==> config.mk <==
export PLATFORM = sky130hd
export DESIGN_NAME = bus_sizer_flat
export DESIGN_NICKNAME = d
export VERILOG_FILES = /design/src/rtl/bus_sizer_pkg.sv /design/src/rtl/bus_sizer_if.sv /design/src/rtl/bus_sizer_timer.sv /design/src/rtl/bus_sizer.sv /design/src/flat_wrapper.sv
export SDC_FILE = /design/constraint.sdc
export NUM_CORES = 1
export LEC_CHECK = 0
export BUFFER_PORTS_ARGS = -buffer_cell sky130_fd_sc_hd__buf_2
export CORE_ASPECT_RATIO = 1.1
export CORE_MARGIN = 4
export CORE_UTILIZATION = 30
export DETAILED_ROUTE_END_ITERATION = 10
export HOLD_SLACK_MARGIN = 0.03
export MAX_ROUTING_LAYER = met4
export PLACE_DENSITY = 0.51
export SYNTH_ARGS = -nofsm -noshare
export SYNTH_HDL_FRONTEND = slang
export SYNTH_HIERARCHICAL = 1
export SYNTH_SLANG_ARGS = --single-unit
==> constraint.sdc <==
create_clock -name clk -period 2.5 [get_ports clk]
set_input_delay 0.75 -clock clk [delete_from_list [all_inputs] [get_ports clk]]
set_output_delay 0.75 -clock clk [all_outputs]
set_load 0.005 [all_outputs]
==> src/rtl/bus_sizer_pkg.sv <==
// bus_sizer_pkg: shared types and helpers for the word-to-narrow-bus sizer.
//   state_t   - sizer FSM states (IDLE/WAIT/SAMPLE/DONE)
//   lane_bits - width of the lane index for R = WORD_BITS/NARROW_BITS lanes
package bus_sizer_pkg;

    typedef enum logic [1:0] {
        ST_IDLE   = 2'd0,
        ST_WAIT   = 2'd1,
        ST_SAMPLE = 2'd2,
        ST_DONE   = 2'd3
    } state_t;

    // R is 2 or 4, so one or two lane-select bits.
    function automatic int lane_bits(input int r);
        return (r > 2) ? 2 : 1;
    endfunction

endpackage

==> src/rtl/bus_sizer_if.sv <==
// bus_sizer_if: CPU-side and narrow-bus signals of the sizer.
//   master modport: the CPU/bus environment (drives clk_en, memen, start, we,
//                   sysrdy, d8, q; observes the sizer outputs)
//   slave modport : the sizer itself
//
// Handshake: a CPU access is requested by memen & start (sampled only on
// clk_en ticks while idle); ready low means the CPU must hold memen and its
// write data until ready returns high. On the narrow side memen8 is the
// request and sysrdy the completion: a narrow cycle finishes on the first
// clk_en tick in the sample phase with sysrdy high. Dropping memen while
// ready is low aborts the access.
interface bus_sizer_if
    import bus_sizer_pkg::*;
#(
    parameter int WORD_BITS   = 16,
    parameter int NARROW_BITS = 8,
    parameter int LANE_W      = lane_bits(WORD_BITS / NARROW_BITS)
) ();

    logic                   clk_en;
    logic                   memen;
    logic                   start;
    logic                   we;
    logic                   sysrdy;
    logic [NARROW_BITS-1:0] d8;
    logic [WORD_BITS-1:0]   q;
    logic                   ready;
    logic                   memen8;
    logic                   we8;
    logic [LANE_W-1:0]      lane;
    logic [NARROW_BITS-1:0] q8;
    logic [WORD_BITS-1:0]   d;
    logic                   busy;
    state_t                 state;   // FSM state, for debug/observation

    modport master (
        output clk_en, memen, start, we, sysrdy, d8, q,
        input  ready, memen8, we8, lane, q8, d, busy, state
    );

    modport slave (
        input  clk_en, memen, start, we, sysrdy, d8, q,
        output ready, memen8, we8, lane, q8, d, busy, state
    );

endinterface

==> src/rtl/bus_sizer_timer.sv <==
// bus_sizer_timer: wait-state counter for one narrow cycle.
//   clk, reset  - clock, asynchronous active-high reset
//   clk_en      - counter advances only on enabled ticks
//   load        - clear the count (held while not in the wait phase)
//   wait_states - number of wait ticks per narrow cycle (0-15)
//   expired     - this tick is the last wait tick (always 1 when wait_states=0)
module bus_sizer_timer (
    input  logic       clk,
    input  logic       reset,
    input  logic       clk_en,
    input  logic       load,
    input  logic [3:0] wait_states,
    output logic       expired
);

    logic [3:0] cnt_q, cnt_d;

    always_comb begin
        // Counting from 0, the wait phase ends on the tick where the count
        // would reach wait_states.
        expired = (wait_states == 4'd0) || ((cnt_q + 4'd1) == wait_states);
        cnt_d   = cnt_q;
        if (clk_en) begin
            if (load) begin
                cnt_d = 4'd0;
            end else if (!expired) begin
                cnt_d = cnt_q + 4'd1;
            end
        end
    end

    always_ff @(posedge clk or posedge reset) begin
        if (reset) begin
            cnt_q <= 4'd0;
        end else begin
            cnt_q <= cnt_d;
        end
    end

endmodule

==> src/rtl/bus_sizer.sv <==
// bus_sizer: splits one CPU word access into R = WORD_BITS/NARROW_BITS narrow
// cycles, holds the CPU not-ready meanwhile and assembles read data.
//   clk, reset - clock, asynchronous active-high reset
//   bus        - bus_sizer_if slave: CPU request/data, narrow-bus strobes,
//                lane select, write lane data, assembled read word, busy,
//                FSM state
// Lane k lives in bits [(R-1-k)*NARROW_BITS +: NARROW_BITS] of the word, so
// lane R-1 is the least significant slice.
module bus_sizer
    import bus_sizer_pkg::*;
#(
    parameter int WORD_BITS   = 16,
    parameter int NARROW_BITS = 8,
    parameter int WAIT_STATES = 4,
    parameter int LOW_FIRST   = 1
) (
    input  logic       clk,
    input  logic       reset,
    bus_sizer_if.slave bus
);

    localparam int R      = WORD_BITS / NARROW_BITS;
    localparam int LANE_W = lane_bits(R);
    localparam logic [LANE_W-1:0] LANE_START = LANE_W'((LOW_FIRST != 0) ? R - 1 : 0);
    localparam logic [LANE_W-1:0] LANE_LAST_CNT = LANE_W'(R - 1);
    // With no wait states the wait phase is skipped entirely.
    localparam state_t CYCLE_ENTRY = (WAIT_STATES == 0) ? ST_SAMPLE : ST_WAIT;

    state_t               state_q, state_d;
    logic [LANE_W-1:0]    lane_q, lane_d;
    logic [LANE_W-1:0]    cnt_q, cnt_d;
    logic [WORD_BITS-1:0] d_q, d_d;
    logic                 expired;

    // Counter is held clear outside the wait phase, so every wait phase
    // starts from zero.
    bus_sizer_timer u_timer (
        .clk        (clk),
        .reset      (reset),
        .clk_en     (bus.clk_en),
        .load       (state_q != ST_WAIT),
        .wait_states(4'(WAIT_STATES)),
        .expired    (expired)
    );

    always_comb begin
        state_d = state_q;
        lane_d  = lane_q;
        cnt_d   = cnt_q;
        d_d     = d_q;
        if (bus.clk_en) begin
            unique case (state_q)
                ST_IDLE: begin
                    if (bus.memen && bus.start) begin
                        lane_d  = LANE_START;
                        cnt_d   = '0;
                        state_d = CYCLE_ENTRY;
                    end
                end
                ST_WAIT: begin
                    if (!bus.memen) begin
                        state_d = ST_IDLE;
                    end else if (expired) begin
                        state_d = ST_SAMPLE;
                    end
                end
                ST_SAMPLE: begin
                    if (!bus.memen) begin
                        state_d = ST_IDLE;
                    end else if (bus.sysrdy) begin
                        for (int k = 0; k < R; k++) begin
                            if (lane_q == LANE_W'(k)) begin
                                d_d[(R-1-k)*NARROW_BITS +: NARROW_BITS] = bus.d8;
                            end
                        end
                        lane_d  = (LOW_FIRST != 0) ? lane_q - LANE_W'(1) : lane_q + LANE_W'(1);
                        cnt_d   = cnt_q + LANE_W'(1);
                        state_d = (cnt_q == LANE_LAST_CNT) ? ST_DONE : CYCLE_ENTRY;
                    end
                end
                ST_DONE: begin
                    if (!bus.memen) begin
                        state_d = ST_IDLE;
                    end
                end
                default: state_d = ST_IDLE;
            endcase
        end
    end

    always_ff @(posedge clk or posedge reset) begin
        if (reset) begin
            state_q <= ST_IDLE;
            lane_q  <= LANE_START;
            cnt_q   <= '0;
            d_q     <= '1;
        end else begin
            state_q <= state_d;
            lane_q  <= lane_d;
            cnt_q   <= cnt_d;
            d_q     <= d_d;
        end
    end

    always_comb begin
        bus.q8 = '0;
        for (int k = 0; k < R; k++) begin
            if (lane_q == LANE_W'(k)) begin
                bus.q8 = bus.q[(R-1-k)*NARROW_BITS +: NARROW_BITS];
            end
        end
    end

    // ready drops combinationally on the request tick so the CPU stalls at once.
    assign bus.ready  = ((state_q == ST_IDLE) && !(bus.memen && bus.start)) ||
                        (state_q == ST_DONE);
    assign bus.memen8 = (state_q == ST_WAIT) || (state_q == ST_SAMPLE);
    assign bus.we8    = bus.we && bus.memen8;
    assign bus.lane   = lane_q;
    assign bus.d      = d_q;
    assign bus.busy   = (state_q != ST_IDLE);
    assign bus.state  = state_q;

endmodule

==> src/flat_wrapper.sv <==
// flat-port wrapper written by rule: the top's interface ports become plain ports
module bus_sizer_flat import bus_sizer_pkg::*;
#(
    parameter int WORD_BITS   = 16,
    parameter int NARROW_BITS = 8,
    parameter int WAIT_STATES = 4,
    parameter int LOW_FIRST   = 1
)
  (clk, reset, bus_clk_en, bus_memen, bus_start, bus_we, bus_sysrdy, bus_d8, bus_q, bus_ready, bus_memen8, bus_we8, bus_lane, bus_q8, bus_d, bus_busy, bus_state);
  bus_sizer_if #(.WORD_BITS(WORD_BITS), .NARROW_BITS(NARROW_BITS)) bus_i ();
  input  logic clk;
  input  logic reset;
  input wire logic [$bits(bus_i.clk_en)-1:0] bus_clk_en;
  input wire logic [$bits(bus_i.memen)-1:0] bus_memen;
  input wire logic [$bits(bus_i.start)-1:0] bus_start;
  input wire logic [$bits(bus_i.we)-1:0] bus_we;
  input wire logic [$bits(bus_i.sysrdy)-1:0] bus_sysrdy;
  input wire logic [$bits(bus_i.d8)-1:0] bus_d8;
  input wire logic [$bits(bus_i.q)-1:0] bus_q;
  output wire logic [$bits(bus_i.ready)-1:0] bus_ready;
  output wire logic [$bits(bus_i.memen8)-1:0] bus_memen8;
  output wire logic [$bits(bus_i.we8)-1:0] bus_we8;
  output wire logic [$bits(bus_i.lane)-1:0] bus_lane;
  output wire logic [$bits(bus_i.q8)-1:0] bus_q8;
  output wire logic [$bits(bus_i.d)-1:0] bus_d;
  output wire logic [$bits(bus_i.busy)-1:0] bus_busy;
  output wire logic [$bits(bus_i.state)-1:0] bus_state;
  assign bus_i.clk_en = bus_clk_en;
  assign bus_i.memen = bus_memen;
  assign bus_i.start = bus_start;
  assign bus_i.we = bus_we;
  assign bus_i.sysrdy = bus_sysrdy;
  assign bus_i.d8 = bus_d8;
  assign bus_i.q = bus_q;
  assign bus_ready = bus_i.ready;
  assign bus_memen8 = bus_i.memen8;
  assign bus_we8 = bus_i.we8;
  assign bus_lane = bus_i.lane;
  assign bus_q8 = bus_i.q8;
  assign bus_d = bus_i.d;
  assign bus_busy = bus_i.busy;
  assign bus_state = bus_i.state;
  bus_sizer #(.WORD_BITS(WORD_BITS), .NARROW_BITS(NARROW_BITS), .WAIT_STATES(WAIT_STATES), .LOW_FIRST(LOW_FIRST)) u_core (.clk(clk), .reset(reset), .bus(bus_i));
endmodule
==> summary.txt, run 1 <==
Timing
  – Final hold violations: 0
  – Max Slew Vio Count: 0
  – Unrepaired setup endpoints after global routing: false
  – Hold slack: 0.368 ns
  – Max transition margin: 50.5%
  – Period minus WS final: 2.33 ns
  – Post-route setup TNS: 0 ns
  – Final Worst Setup Slack: 0.166 ns
  – Final period util: 93.4%
  – Clock Skew: 0.00286 ns
  – F_max: 428 MHz
  – Final setup viols: 0
  – Worst Max-Slew Pin Slew: 0.742 ns

Job
  – Max cap viols: 0

Setup path
  – Worst Path Max Fanout: 5
  – Critical Path RT: 1.75 ns
  – Nature of the critical path startpoint: register
  – Crit Path Class: register to output pin
  – Crit. End Element: output pin
  – CP arrival: 1.58 ns

Placement
  – Placed Area: 1840 µm²
  – IO Port Bufs: 61
  – Post-DP HPWL: 2.59 mm
  – Place WS: 0.366 ns
  – GPL Wtd Cong: 0.842
  – DP Cell Count: 245

CTS
  – Setup Fix Bufs, Post-CTS: 0
  – H-tree depth: 1
  – CTS Sinks: 24
  – Root Driver: clkbuf_8
  – Clock-pin slew on the worst setup and hold paths: 0.08 ns
  – PostCTS Resize Cnt: 0
  – Skew-Pair Late Insertion Delay: 0.26 ns
  – Hold-fix buffer count after cts: 0
  – Clock Tree Buf Depth: 2
  – CTS buffer count: 3
  – CTS tree: yes

Global route
  – Total Routing Usage GR: 10.6%
  – Initial antenna violation count: 0
  – Vias in the first global route: 1067
  – GRT overflow: 0
  – First-pass GRT wire length: 4.99 mm
  – Largest net degree at the start of global routing: 21

Synth
  – Async S/R FF share, synth: 100%
  – Top-count cell post-synth: mux2_2
  – Post-synth EDFFs: 0
  – Yosys reg bits: 24
  – Top cell type by total area after synthesis: dfstp_2
  – Synth warnings: 6
  – Synth area leaders: dfstp_2, mux2_2, dfrtp_1
  – Post-Syn Area: 1440 µm²
  – Most common flop cell mapped by yosys: dfstp_2
  – Synth top cells by count: mux2_2, dfstp_2, inv_1, mux2_4
  – Syn Inst Count: 119
  – Yosys top cell area share: 31.0%
  – Post-synthesis cell type count: 39
  – Syn_area_per_cell: 12.1 µm²
  – Post-synthesis sequential area ratio: 43.1%

Routing
  – Remaining DRCs: 0
  – Via-to-Cell Ratio: 4.39
  – Drt first pass iters: 4
  – Drt initial violations: 22
  – Drt wl/cell: 12.5 µm
  – DRT Wirelength: 3.11 mm
  – Total number of vias: 1092
  – Detail Route Antenna Nets: 0

Final layout
  – Post-route cell area: 1900 µm²
  – Post-layout util: 40.8%
  – Post-layout nets: 232
  – Post-Layout Cell Count: 249
  – Inserted Diodes: 0
  – Layout cells sized above 1: 59.6%
  – Layout overhead on the synthesized area: 31.6%

Hold path
  – Hold Path Class: primary input to asynchronous set/reset pin

Power and ir drop
  – Peak supply drop: 0.508 mV
  – Overall Power: 1.80 mW
  – Power Density: 948 nW/µm²
  – Lkg Pwr: 1.00 nW

Die
  – Row Count: 26
  – Die Ht: 80.7 µm
  – Ports: 62
  – Initial core utilization: 31.0%
  – Die area: 5980 µm²
  – Core area: 4650 µm²
  – Die width: 74.1 µm

Status
  – Status: finished clean
[path summary, 6_finish.rpt]
check / startpoint / to / slack [ns] / depth (start not counted)
worst min register to register: u_core/cnt_q$_DFFE_PP0P_ / u_core/cnt_q$_DFFE_PP0P_ / 0.55 / 1
worst max-delay path: u_core/bus.state[0]$_DFFE_PP0P_ / bus_ready / 0.17 / 5
worst max register to register: u_core/u_timer/cnt_q[0]$_DFFE_PP0P_ / u_core/bus.state[1]$_DFFE_PP0P_ / 0.47 / 7
max in group asynchronous: reset / u_core/bus.state[1]$_DFFE_PP0P_ / 1.42 / 2
worst min-delay path: reset / u_core/u_timer/cnt_q[3]$_DFFE_PP0P_ / 0.37 / 2
min in group clk: u_core/cnt_q$_DFFE_PP0P_ / u_core/cnt_q$_DFFE_PP0P_ / 0.55 / 1
[area by class of cell]
type / instances / area (µm²)
multi-input cells: 91 / 797
flip-flops and latches: 24 / 622
inverters: 13 / 48.8
fillers: 460 / 2750
repair buffers: 61 / 305
well taps: 56 / 70.1
clock buffers: 4 / 55.1
[state kept, by name (all words and copies together), names as in the netlist]
register and cells:
u_core/bus.state 2, u_core/u_timer/cnt_q 4, u_core/bus.lane 1, u_core/bus.d 16, u_core/cnt_q 1
[cells by family after synthesis]
logic type      synth area share [%]
simple gates                    9.63
mux                             23.9
fa+ha+maj                       6.07
flops                           43.1
other cells                    0.521
buf+inv                         4.51
compound gates                  8.33
xor+xnor                        3.99
[cell usage in the layout (no fill, tap or decap), types with 2 or more instances in the layout]
cell type	count
buf_2	61
mux2_2	19
dfstp_2	17
inv_1	13
conb_1	13
mux2_4	8
ha_1	7
dfrtp_1	7
clkbuf_8	4
o21ai_0	4
nor2_1	3
a22o_1	3
a21o_1	2
a21oi_1	2
and2b_1	2
xnor2_1	2
xor2_1	2
or4_1	2
nor3_1	2
[metal layers]
| layer | vias to the layer above | part of all wire, % | global-route usage, % |
|---|---|---|---|
| li1 | 548 | - | - |
| met1 | 510 | 45 | 14.0 |
| met2 | 34 | 47 | 16.9 |
| met3 | 0 | 8.0 | 1.86 |
| met4 | 0 | 0 | 2.54 |
| met5 | - | 0 | - |
[power breakdown]
group,internal (mW),leakage (nW),total [mW],switching (mW)
clock,0.140,0.0288,0.257,0.116
sequential,0.589,0.266,0.713,0.125
combinational,0.476,0.705,0.829,0.353
[critical path, cell delays in order (launching register included)]
cell,delay (ns)
dfrtp_1,0.41
inv_1,0.12
ha_1,0.25
a21boi_0,0.14
or2_2,0.28
buf_2,0.13
No activity file was read; power rests on OpenSTA's default activity.
==> inputs of run 2 (changes only) <==
--- a/config.mk
+++ b/config.mk
@@ -6,13 +6,14 @@
 export NUM_CORES = 1
 export LEC_CHECK = 0
 export BUFFER_PORTS_ARGS = -buffer_cell sky130_fd_sc_hd__buf_2
+export CAP_MARGIN = 0
 export CORE_ASPECT_RATIO = 1.1
 export CORE_MARGIN = 4
 export CORE_UTILIZATION = 30
 export DETAILED_ROUTE_END_ITERATION = 10
 export HOLD_SLACK_MARGIN = 0.03
 export MAX_ROUTING_LAYER = met4
-export PLACE_DENSITY = 0.51
+export PLACE_DENSITY = 0.53
 export SYNTH_ARGS = -nofsm -noshare
 export SYNTH_HDL_FRONTEND = slang
 export SYNTH_HIERARCHICAL = 1
==> constraint.sdc (replaced) <==
create_clock -name clk -period 2.1 [get_ports clk]
set_input_delay 0.63 -clock clk [delete_from_list [all_inputs] [get_ports clk]]
set_output_delay 0.63 -clock clk [all_outputs]
set_load 0.005 [all_outputs]
==> run 2 against run 1 <==
First-iteration DRC count increased by 18%; cell area increased by 3.6%; sequential power increased by 16%; count of clock-buffer cells in the layout unchanged; worst setup slack got worse by 0.13 ns; flip-flop and latch count unchanged; register-to-register slack got worse by 0.32 ns; die area unchanged; clock skew decreased by 0.0013 ns; via count increased by 0.73%; non-clock buffer count increased by 6; total power increased by 23%.
==> summary.txt, run 2 (synthesis results as in run 1) <==
Status
  – Status: finished clean

Die
  – Row Count: 26
  – Die width: 74.1 µm
  – Core area: 4650 µm²
  – Die area: 5980 µm²
  – Initial core utilization: 31.0%
  – Die Ht: 80.7 µm
  – Ports: 62

Setup path
  – Reg2reg end: u_core/bus.state[1]$_DFFE_PP0P_
  – CP arrival: 1.44 ns
  – Crit Path Class: register to output pin
  – Reg-to-Reg Start: u_core/u_timer/cnt_q[1]$_DFFE_PP0P_
  – Setup slack, reg-to-reg: 0.15 ns
  – Critical Path RT: 1.47 ns
  – Nature of the critical path startpoint: register
  – Crit. End Element: output pin
  – Worst R2R Path Depth: 7
  – CP startpoint: u_core/bus.lane$_DFFE_PP1P_
  – Critical Path End: bus_q8[7]
  – Worst Path Max Fanout: 12

Timing
  – Final hold violations: 0
  – Post-route setup TNS: 0 ns
  – Clock Skew: 0.00158 ns
  – Unrepaired setup endpoints after global routing: true
  – Final period util: 98.4%
  – Period minus WS final: 2.07 ns
  – F_max: 484 MHz
  – Final setup viols: 0
  – Max Slew Vio Count: 0

Global route
  – Total Routing Usage GR: 10.1%
  – Grt peak-use layer: met2
  – GR Util met1: 13.9%
  – M2 GR Usage: 15.0%
  – Initial antenna violation count: 0
  – Vias in the first global route: 1036
  – Largest net degree at the start of global routing: 21
  – GRT overflow: 0
  – First-pass GRT wire length: 4.69 mm
  – Met3 GRT Util: 1.86%

Power and ir drop
  – Lkg Pwr: 1.03 nW
  – Sequential share of power: 37.3%
  – Power share of the combinational group: 50.6%
  – Internal: 1.48 mW
  – Switching portion of total power: 33.1%
  – Clock Power Share: 12.2%
  – Power Density: 1130 nW/µm²
  – Peak supply drop: 0.573 mV
  – Switch Pwr: 0.734 mW

Final layout
  – Inserted Diodes: 0
  – Post-route cell area: 1970 µm²
  – FF+latch area: 622 µm²
  – Layout cells sized above 1: 62.3%
  – # fillers: 470
  – Most frequent cells in the layout: buf_2, mux2_2, dfstp_2
  – Post-layout nets: 238
  – Post-layout util: 42.3%
  – Post-Layout Cell Count: 255
  – Multi-input gate area: 831 µm²
  – Max reg flops: 16
  – Commonest non-fill, non-tap cell in the layout: buf_2
  – Layout overhead on the synthesized area: 36.3%

CTS
  – Root Driver: clkbuf_8
  – H-tree depth: 1
  – Clock Tree Buf Depth: 2
  – Clock-pin slew on the worst setup and hold paths: 0.08 ns
  – CTS Sinks: 24
  – CTS tree: yes
  – Skew-Pair Late Insertion Delay: 0.26 ns
  – CTS buffer count: 3
  – Hold-fix buffer count after cts: 0

Routing
  – Total number of vias: 1100
  – Drt first pass iters: 3
  – Drt wl/cell: 12.2 µm
  – Via-to-Cell Ratio: 4.31
  – Drt initial violations: 26
  – Remaining DRCs: 0
  – DRT Wirelength: 3.10 mm
  – Detail Route Antenna Nets: 0

Placement
  – IO Port Bufs: 61
  – GPL Wtd Cong: 0.836
  – Placed Area: 1870 µm²
  – DP Cell Count: 248
  – Post-DP HPWL: 2.40 mm

Job
  – Max cap viols: 0

Hold path
  – Hold Path Class: primary input to asynchronous set/reset pin
[run 2: cell types whose count changed in the layout (fill, tap and decap cells not counted), sizes merged]
cell / delta
buf: +6
[run 2: timing repair]
action | CTS | global route
setup buffers | 2 | 1
resized for setup | 2 | 6
pin swaps | 0 | 1
endpoints found under the setup margin | 1 | 11
[run 2: through the flow]
step | total power [mW] | setup slack [ns] | hold slack (ns)
final | 2.22 | 0.0343 | 0.254
after floorplan | 1.50 | 0.220 | 0.396
after global routing | 2.41 | -0.0216 | 0.249
after global placement | 1.86 | 0.151 | 0.530
after detailed placement | 1.86 | 0.145 | 0.530
after CTS | 2.18 | 0.00219 | 0.246
[run 2: worst min path at each step]
stage | from | endpoint | cells after the start
finish | reset | u_core/u_timer/cnt_q[2]$_DFFE_PP0P_ | 2
global route | reset | u_core/u_timer/cnt_q[2]$_DFFE_PP0P_ | 2
CTS | reset | u_core/u_timer/cnt_q[2]$_DFFE_PP0P_ | 2
detailed placement | reset | u_core/u_timer/cnt_q[2]$_DFFE_PP0P_ | 2
global placement | reset | u_core/u_timer/cnt_q[2]$_DFFE_PP0P_ | 2
floorplan | reset | u_core/u_timer/cnt_q[0]$_DFFE_PP0P_ | 1
[run 2: per-layer routing]
| metal | routed length, µm | share of wire (%) | vias to the layer above |
|---|---|---|---|
| met5 | 0 | 0 | - |
| met1 | 1490 | 48 | 502 |
| met4 | 21 | 0.68 | 0 |
| met2 | 1360 | 44 | 34 |
| met3 | 232 | 7.5 | 2 |
| li1 | - | - | 562 |
[run 2: critical path: stages (launching register included)]
cell and delay, ns:
dfstp_2 0.68, mux2_2 0.36, buf_2 0.13
[run 2: final cells by class]
cell class              count  share of cell area [%]
multi-input cells          91                    42.2
flip-flops and latches     24                    31.6
repair buffers             67                    17.8
well taps                  56                    3.56
inverters                  13                    2.48
clock buffers               4                    2.29
[run 2: power by group through the flow]
stage / sequential, mW / clock [mW] / combinational (mW)
after CTS: 0.830 / 0.288 / 1.06
after global routing: 0.855 / 0.302 / 1.25
after global placement: 0.849 / 0 / 1.01
after floorplan: 0.827 / 0 / 0.671
after detailed placement: 0.848 / 0 / 1.01
final: 0.827 / 0.270 / 1.12
